**src/rtl/mips_pkg.sv**
```systemverilog
// mips_pkg: shared LSU types (access size, FSM states) and the misalignment predicate.
package mips_pkg;
   typedef enum logic [1:0] {BYTE = 2'd0, HALF = 2'd1, WORD = 2'd2} lsu_size_t;
   typedef enum logic [1:0] {IDLE, RD_WAIT, WR, RESP} lsu_state_t;
   // Size code 3 behaves as WORD.
   function automatic logic misaligned(input logic [1:0] size, input logic [1:0] off);
      return (size == BYTE) ? 1'b0 : (size == HALF) ? off[0] : (off != 2'b00);
   endfunction
endpackage

```
**src/rtl/lsu_byte_lane.sv**
```systemverilog
// lsu_byte_lane: big-endian load extract/extend and store lane merge for one memory word.
module lsu_byte_lane import mips_pkg::*; (
   input  logic [0:3][7:0] word_i,
   input  logic [1:0]      off_i,
   input  logic [1:0]      size_i,
   input  logic            sign_i,
   input  logic [31:0]     wdata_i,
   output logic [31:0]     ldata_o,
   output logic [0:3][7:0] sdata_o
);
   logic [7:0]  b;
   logic [15:0] h;
   assign b = word_i[off_i];
   assign h = off_i[1] ? {word_i[2], word_i[3]} : {word_i[0], word_i[1]};
   assign ldata_o = (size_i == BYTE) ? {{24{sign_i & b[7]}}, b} :
                    (size_i == HALF) ? {{16{sign_i & h[15]}}, h} : word_i;
   always_comb begin
      sdata_o = word_i;
      if (size_i == BYTE) sdata_o[off_i] = wdata_i[7:0];
      else if (size_i == HALF) begin
         sdata_o[{off_i[1], 1'b0}] = wdata_i[15:8];
         sdata_o[{off_i[1], 1'b1}] = wdata_i[7:0];
      end else sdata_o = wdata_i;
   end
endmodule

```
**src/rtl/mips_lsu.sv**
```systemverilog
// mips_lsu: load/store unit with read-modify-write for sub-word stores.
// Define MIPS_LSU_MISALIGN_TRAP_EN to trap misaligned half/word accesses instead of masking the address.
module mips_lsu import mips_pkg::*; #(
   parameter int MEM_LATENCY = 1,
   parameter int ADDR_W      = 32
) (
   input  logic              clk,
   input  logic              rst,
   input  logic              req_valid,
   output logic              req_ready,
   input  logic              req_write,
   input  logic [1:0]        req_size,
   input  logic              req_signed,
   input  logic [ADDR_W-1:0] req_addr,
   input  logic [31:0]       req_wdata,
   output logic              resp_valid,
   output logic [31:0]       resp_rdata,
   output logic              resp_err,
   output logic              busy,
   output logic [ADDR_W-1:0] mem_addr,
   input  logic [0:3][7:0]   mem_data_out,
   output logic [0:3][7:0]   mem_data_in,
   output logic              mem_write_en
);
   localparam int CW = $clog2(MEM_LATENCY + 1);
   lsu_state_t        state_q, state_d;
   logic [CW-1:0]     cnt_q, cnt_d;
   logic [1:0]        off_q, size_q;
   logic              sign_q, write_q, mwe_q, mwe_d, accept, word_st, trap;
   logic [31:0]       wdata_q, rdata_q, rdata_d, ldata;
   logic [ADDR_W-1:0] maddr_q;
   logic [0:3][7:0]   mdin_q, mdin_d, sdata;
   assign req_ready    = (state_q == IDLE) && !rst;
   assign accept       = req_valid && req_ready;
   assign word_st      = req_write && (req_size != BYTE) && (req_size != HALF);
   assign resp_valid   = state_q == RESP;
   assign busy         = state_q != IDLE;
   assign resp_rdata   = rdata_q;
   assign mem_addr     = maddr_q;
   assign mem_data_in  = mdin_q;
   assign mem_write_en = mwe_q;
`ifdef MIPS_LSU_MISALIGN_TRAP_EN
   logic err_q;
   assign trap     = accept && misaligned(req_size, req_addr[1:0]);
   assign resp_err = err_q;
   always_ff @(posedge clk) err_q <= rst ? 1'b0 : trap;
`else
   assign trap     = 1'b0;
   assign resp_err = 1'b0;
`endif
   lsu_byte_lane u_lane (
      .word_i (mem_data_out),
      .off_i  (off_q),
      .size_i (size_q),
      .sign_i (sign_q),
      .wdata_i(wdata_q),
      .ldata_o(ldata),
      .sdata_o(sdata)
   );
   always_comb begin
      state_d = state_q;
      cnt_d   = cnt_q;
      rdata_d = rdata_q;
      mdin_d  = mdin_q;
      mwe_d   = 1'b0;
      case (state_q)
         IDLE:
            if (trap) begin
               state_d = RESP;
               rdata_d = '0;
            end else if (accept && word_st) begin
               state_d = WR;
               mwe_d   = 1'b1;
               mdin_d  = req_wdata;
            end else if (accept) begin
               state_d = RD_WAIT;
               cnt_d   = '0;
            end
         // Memory data is sampled on the last edge of the latency window.
         RD_WAIT:
            if (cnt_q == CW'(MEM_LATENCY - 1)) begin
               if (write_q) begin
                  state_d = WR;
                  mwe_d   = 1'b1;
                  mdin_d  = sdata;
               end else begin
                  state_d = RESP;
                  rdata_d = ldata;
               end
            end else cnt_d = cnt_q + CW'(1);
         WR: begin
            state_d = RESP;
            rdata_d = '0;
         end
         default: state_d = IDLE;
      endcase
   end
   always_ff @(posedge clk) begin
      if (rst) begin
         state_q <= IDLE;
         cnt_q   <= '0;
         rdata_q <= '0;
         mdin_q  <= '0;
         mwe_q   <= 1'b0;
         maddr_q <= '0;
         off_q   <= '0;
         size_q  <= '0;
         sign_q  <= 1'b0;
         write_q <= 1'b0;
         wdata_q <= '0;
      end else begin
         state_q <= state_d;
         cnt_q   <= cnt_d;
         rdata_q <= rdata_d;
         mdin_q  <= mdin_d;
         mwe_q   <= mwe_d;
         if (accept) begin
            maddr_q <= {req_addr[ADDR_W-1:2], 2'b00};
            off_q   <= req_addr[1:0];
            size_q  <= req_size;
            sign_q  <= req_signed;
            write_q <= req_write;
            wdata_q <= req_wdata;
         end
      end
   end
endmodule

```
**config.mk**
```make
export PLATFORM = sky130hd
export DESIGN_NAME = mips_lsu
export DESIGN_NICKNAME = d
export VERILOG_FILES = /design/src/rtl/mips_pkg.sv /design/src/rtl/lsu_byte_lane.sv /design/src/rtl/mips_lsu.sv
export SDC_FILE = /design/constraint.sdc
export NUM_CORES = 1
export LEC_CHECK = 0
export ABC_AREA = 0
export BUFFER_PORTS_ARGS = -buffer_cell sky130_fd_sc_hd__buf_2
export CAP_MARGIN = 10
export CORE_MARGIN = 5
export CORE_UTILIZATION = 50
export DETAILED_ROUTE_END_ITERATION = 8
export PLACE_DENSITY = 0.82
export SLEW_MARGIN = 0
export SYNTH_ARGS = -nofsm -noshare
export SYNTH_HDL_FRONTEND = slang
export SYNTH_SLANG_ARGS = --single-unit
```
**constraint.sdc**
```tcl
create_clock -name clk -period 6 [get_ports clk]
set_input_delay 0.6 -clock clk [delete_from_list [all_inputs] [get_ports clk]]
set_output_delay 0.6 -clock clk [all_outputs]
set_load 0.01 [all_outputs]
```
==> impl_metrics.prom <==
# TYPE chip_impl_metric gauge
chip_impl_info{name="status",value="completed"} 1
chip_impl_metric{name="globalRouteOverflowTotal",unit=""} 0
chip_impl_info{name="min-delay-path-class",value="in -> reg"} 1
chip_impl_metric{name="initial_utilization",unit=""} 0.514
chip_impl_metric{name="initial_antenna_violation_count",unit=""} 0
chip_impl_metric{name="gp_routability_congestion",unit=""} 0.936
chip_impl_info{name="grt_setup_unrepaired",value="false"} 1
chip_impl_metric{name="layout.core_utilization",unit=""} 0.636
chip_impl_metric{name="cts_post_setup_buffers_inserted",unit=""} 0
chip_impl_info{name="cts_root_buffer",value="sky130_fd_sc_hd__clkbuf_16"} 1
chip_impl_metric{name="post-route-worst-setup-slack",unit="ns"} 3.26
chip_impl_metric{name="max-clock-path-buffers",unit=""} 2
chip_impl_metric{name="synth_enable_flop_cells",unit=""} 0
chip_impl_metric{name="grt_usage",unit=""} 0.259
chip_impl_metric{name="final_net_count",unit=""} 1014
chip_impl_metric{name="drt-vias-per-instance",unit=""} 5.98
chip_impl_metric{name="netlist_area",unit="sq um"} 6550
chip_impl_metric{name="yosys_register_bits",unit=""} 135
chip_impl_info{name="critPathLaunchType",value="register"} 1
chip_impl_metric{name="fin_worst_skew",unit="ns"} 0.00840
chip_impl_metric{name="placementRows",unit=""} 41
chip_impl_metric{name="drt_drc_violations_left",unit=""} 0
chip_impl_metric{name="slew_headroom",unit=""} 0.281
chip_impl_metric{name="routed-via-count",unit=""} 6529
chip_impl_metric{name="ir_drop",unit="uV"} 279
chip_impl_metric{name="detailedPlacementHpwl",unit="mm"} 14.7
chip_impl_metric{name="max_freq",unit="MHz"} 365
chip_impl_metric{name="clkTransAtPathRegs",unit="ns"} 0.06
chip_impl_metric{name="final.period_utilization",unit=""} 0.457
chip_impl_metric{name="worstPathMaxFanout",unit=""} 26
chip_impl_metric{name="cap_violations",unit=""} 0
chip_impl_info{name="post_synth_main_area_contributors",value="sky130_fd_sc_hd__dfxtp_1, sky130_fd_sc_hd__nand2b_1, sky130_fd_sc_hd__o21ai_0, sky130_fd_sc_hd__nand2_1, sky130_fd_sc_hd__a221o_1"} 1
chip_impl_metric{name="sum_neg_setup_slack",unit="ns"} 0
chip_impl_metric{name="core_area",unit="sq um"} 12700
chip_impl_metric{name="die_area",unit="sq um"} 15500
chip_impl_metric{name="insertion_delay",unit="ns"} 0.43
chip_impl_metric{name="cts-buffers-inserted",unit=""} 17
chip_impl_info{name="synth.most_common_cell",value="sky130_fd_sc_hd__dfxtp_1"} 1
chip_impl_metric{name="number_of_endpoints_failing_setup_at_the_final_stage",unit=""} 0
chip_impl_info{name="cts_tree",value="built"} 1
chip_impl_info{name="ys_dominant_reg_cell",value="sky130_fd_sc_hd__dfxtp_1"} 1
chip_impl_metric{name="drt_pass1_iterations",unit=""} 6
chip_impl_metric{name="grt_pass1_wl",unit="mm"} 32.5
chip_impl_metric{name="p_leak",unit="nW"} 3.44
chip_impl_metric{name="number_of_violations_reported_at_the_end_of_detailed_routing_iteration_0",unit=""} 736
chip_impl_metric{name="yosysWarningCount",unit=""} 0
chip_impl_metric{name="power.density",unit="nW/um^2"} 473
chip_impl_metric{name="cp_data_required_time",unit="ns"} 6.33
chip_impl_metric{name="netlist_instances",unit=""} 751
chip_impl_metric{name="finalWirelength",unit="mm"} 20.8
chip_impl_metric{name="syn-mean-instance-area",unit="sq um"} 8.72
chip_impl_metric{name="final_number_of_hold_violating_endpoints",unit=""} 0
chip_impl_metric{name="grt_max_degree",unit=""} 109
chip_impl_info{name="kind_of_capture_point_of_the_worst_setup_path",value="register"} 1
chip_impl_metric{name="postCtsHoldBufs",unit=""} 0
chip_impl_info{name="cell_taking_the_most_area_after_synthesis",value="sky130_fd_sc_hd__dfxtp_1"} 1
chip_impl_metric{name="cts_resized",unit=""} 0
chip_impl_metric{name="num_antenna_cells",unit=""} 0
chip_impl_metric{name="clkSinkCount",unit=""} 135
chip_impl_metric{name="final_antenna_net_count",unit=""} 0
chip_impl_metric{name="drive_gt1_frac",unit=""} 0.276
chip_impl_metric{name="ff2ff_path_depth",unit=""} 4
chip_impl_metric{name="synth_cell_types",unit=""} 49
chip_impl_metric{name="die_width",unit="um"} 124
chip_impl_info{name="synth_top_cells_by_count",value="sky130_fd_sc_hd__dfxtp_1, sky130_fd_sc_hd__nand2_1, sky130_fd_sc_hd__o21ai_0, sky130_fd_sc_hd__nand2b_1, sky130_fd_sc_hd__clkbuf_1"} 1
chip_impl_metric{name="crit_arrival",unit="ns"} 3.07
chip_impl_metric{name="worst_hold_path.num_cells",unit=""} 3
chip_impl_metric{name="fill_cell_total_of_the_finished_layout",unit=""} 1137
chip_impl_info{name="worst-setup-path-type",value="reg -> reg"} 1
chip_impl_metric{name="htreeDepth",unit=""} 4
chip_impl_metric{name="ios",unit=""} 204
chip_impl_metric{name="synth-async-reset-ratio",unit=""} 0
chip_impl_metric{name="synth_seq_area_share",unit=""} 0.413
chip_impl_metric{name="place_worst_setup_slack",unit="ns"} 3.32
chip_impl_metric{name="tightest_slew",unit="ns"} 1.08
chip_impl_metric{name="synth_largest_type_area_fraction",unit=""} 0.413
chip_impl_metric{name="number_of_buffers_added_on_ports",unit=""} 200
chip_impl_metric{name="first_global_vias",unit=""} 6026
chip_impl_metric{name="areaGrowthSynthToFinish",unit="%"} 23.6
chip_impl_metric{name="post_drt_wl_per_cell",unit="um"} 19.0
chip_impl_metric{name="slew_viol_final",unit=""} 0
chip_impl_metric{name="die_h",unit="um"} 124
chip_impl_metric{name="post-route-min-period",unit="ns"} 2.74
[critical path: stages, from the launching register on]
cell,delay [ns]
sky130_fd_sc_hd__dfxtp_1,0.95
sky130_fd_sc_hd__inv_1,0.49
sky130_fd_sc_hd__o21ai_1,0.73
sky130_fd_sc_hd__nor3_1,0.14
sky130_fd_sc_hd__o41ai_1,0.33
[per-stage QoR]
step	total power, mW	std cells	hold slack [ns]	area [sq um]
finish	3.83	1092	0.363	8090
CTS	3.82	1092	0.358	8090
detailed placement	2.75	1060	0.459	7480
global route	4.05	1092	0.353	8090
floorplan	2.27	753	0.449	6550
global placement	2.73	1060	0.435	7480
[state kept, by name (all words and copies together) (netlist names)]
name,count
off_q,2
state_q,2
mem_data_in,32
wdata_q,32
sign_q,1
size_q,2
write_q,1
mem_write_en,1
mem_addr,30
resp_rdata,32
[final cells by class]
type                            instances  area, sq um  share of cell area
Tap cell                              172          215              0.0266
Multi-Input combinational cell        536         3480               0.430
Timing Repair Buffer                  206         1050               0.130
Sequential cell                       135         2700               0.334
Clock buffer                           20          457              0.0564
Clock inverter                         12          151              0.0187
Inverter                               11         41.3             0.00510
[metal layers]
metal  GRT usage  vias to the layer above  wire length [um]
met5           0                        -                 0
met3       0.103                       58              2770
li1            -                     3062                 -
met2       0.384                      395              9070
met4       0.109                        0               710
met1       0.334                     3014              8200
[path summary, 6_finish.rpt]
path	start	to	slack [ns]
max reg2reg	off_q[1]	mem_data_in[5]	3.26
max	off_q[1]	mem_data_in[5]	3.26
min reg2reg	resp_rdata[7]	resp_rdata[7]	0.47
min	req_addr[10]	mem_addr[10]	0.36
[power breakdown]
group	switching, mW	internal [mW]
clock network	0.395	0.673
registers	0.210	1.15
logic	0.859	0.539
total	1.46	2.37
[placed cells by master, fill, tap and decap left out, types with 3 or more instances in the layout]
cell type,instances
sky130_fd_sc_hd__buf_2,199
sky130_fd_sc_hd__dfxtp_1,135
sky130_fd_sc_hd__nand2_1,100
sky130_fd_sc_hd__o21ai_0,76
sky130_fd_sc_hd__nand2b_1,68
sky130_fd_sc_hd__nor2_1,32
sky130_fd_sc_hd__nand3b_1,25
sky130_fd_sc_hd__a221o_1,24
sky130_fd_sc_hd__o41ai_1,24
sky130_fd_sc_hd__a21oi_1,22
sky130_fd_sc_hd__nor3_1,19
sky130_fd_sc_hd__clkbuf_16,17
sky130_fd_sc_hd__mux2i_1,14
sky130_fd_sc_hd__a211oi_1,13
sky130_fd_sc_hd__o22ai_1,13
sky130_fd_sc_hd__a221oi_1,12
sky130_fd_sc_hd__a22o_1,11
sky130_fd_sc_hd__inv_1,9
sky130_fd_sc_hd__a211o_1,9
sky130_fd_sc_hd__o32ai_1,8
sky130_fd_sc_hd__o21bai_1,8
sky130_fd_sc_hd__a2bb2oi_1,8
sky130_fd_sc_hd__mux4_2,7
sky130_fd_sc_hd__buf_4,7
sky130_fd_sc_hd__a21o_1,4
sky130_fd_sc_hd__ha_1,4
sky130_fd_sc_hd__clkinv_2,4
sky130_fd_sc_hd__o31ai_1,3
sky130_fd_sc_hd__a222oi_1,3
sky130_fd_sc_hd__mux2_2,3
sky130_fd_sc_hd__o211ai_1,3
sky130_fd_sc_hd__conb_1,3
sky130_fd_sc_hd__clkinv_4,3
sky130_fd_sc_hd__bufinv_16,3
[kinds of logic after synthesis]
group / share of synthesized area
buf+inv: 0.0585
compound gates: 0.268
mux: 0.0507
other cells: 0.000573
fa+ha+maj: 0.00765
flops: 0.413
simple gates: 0.201
Note: power is estimated with default switching activity, not from simulation.
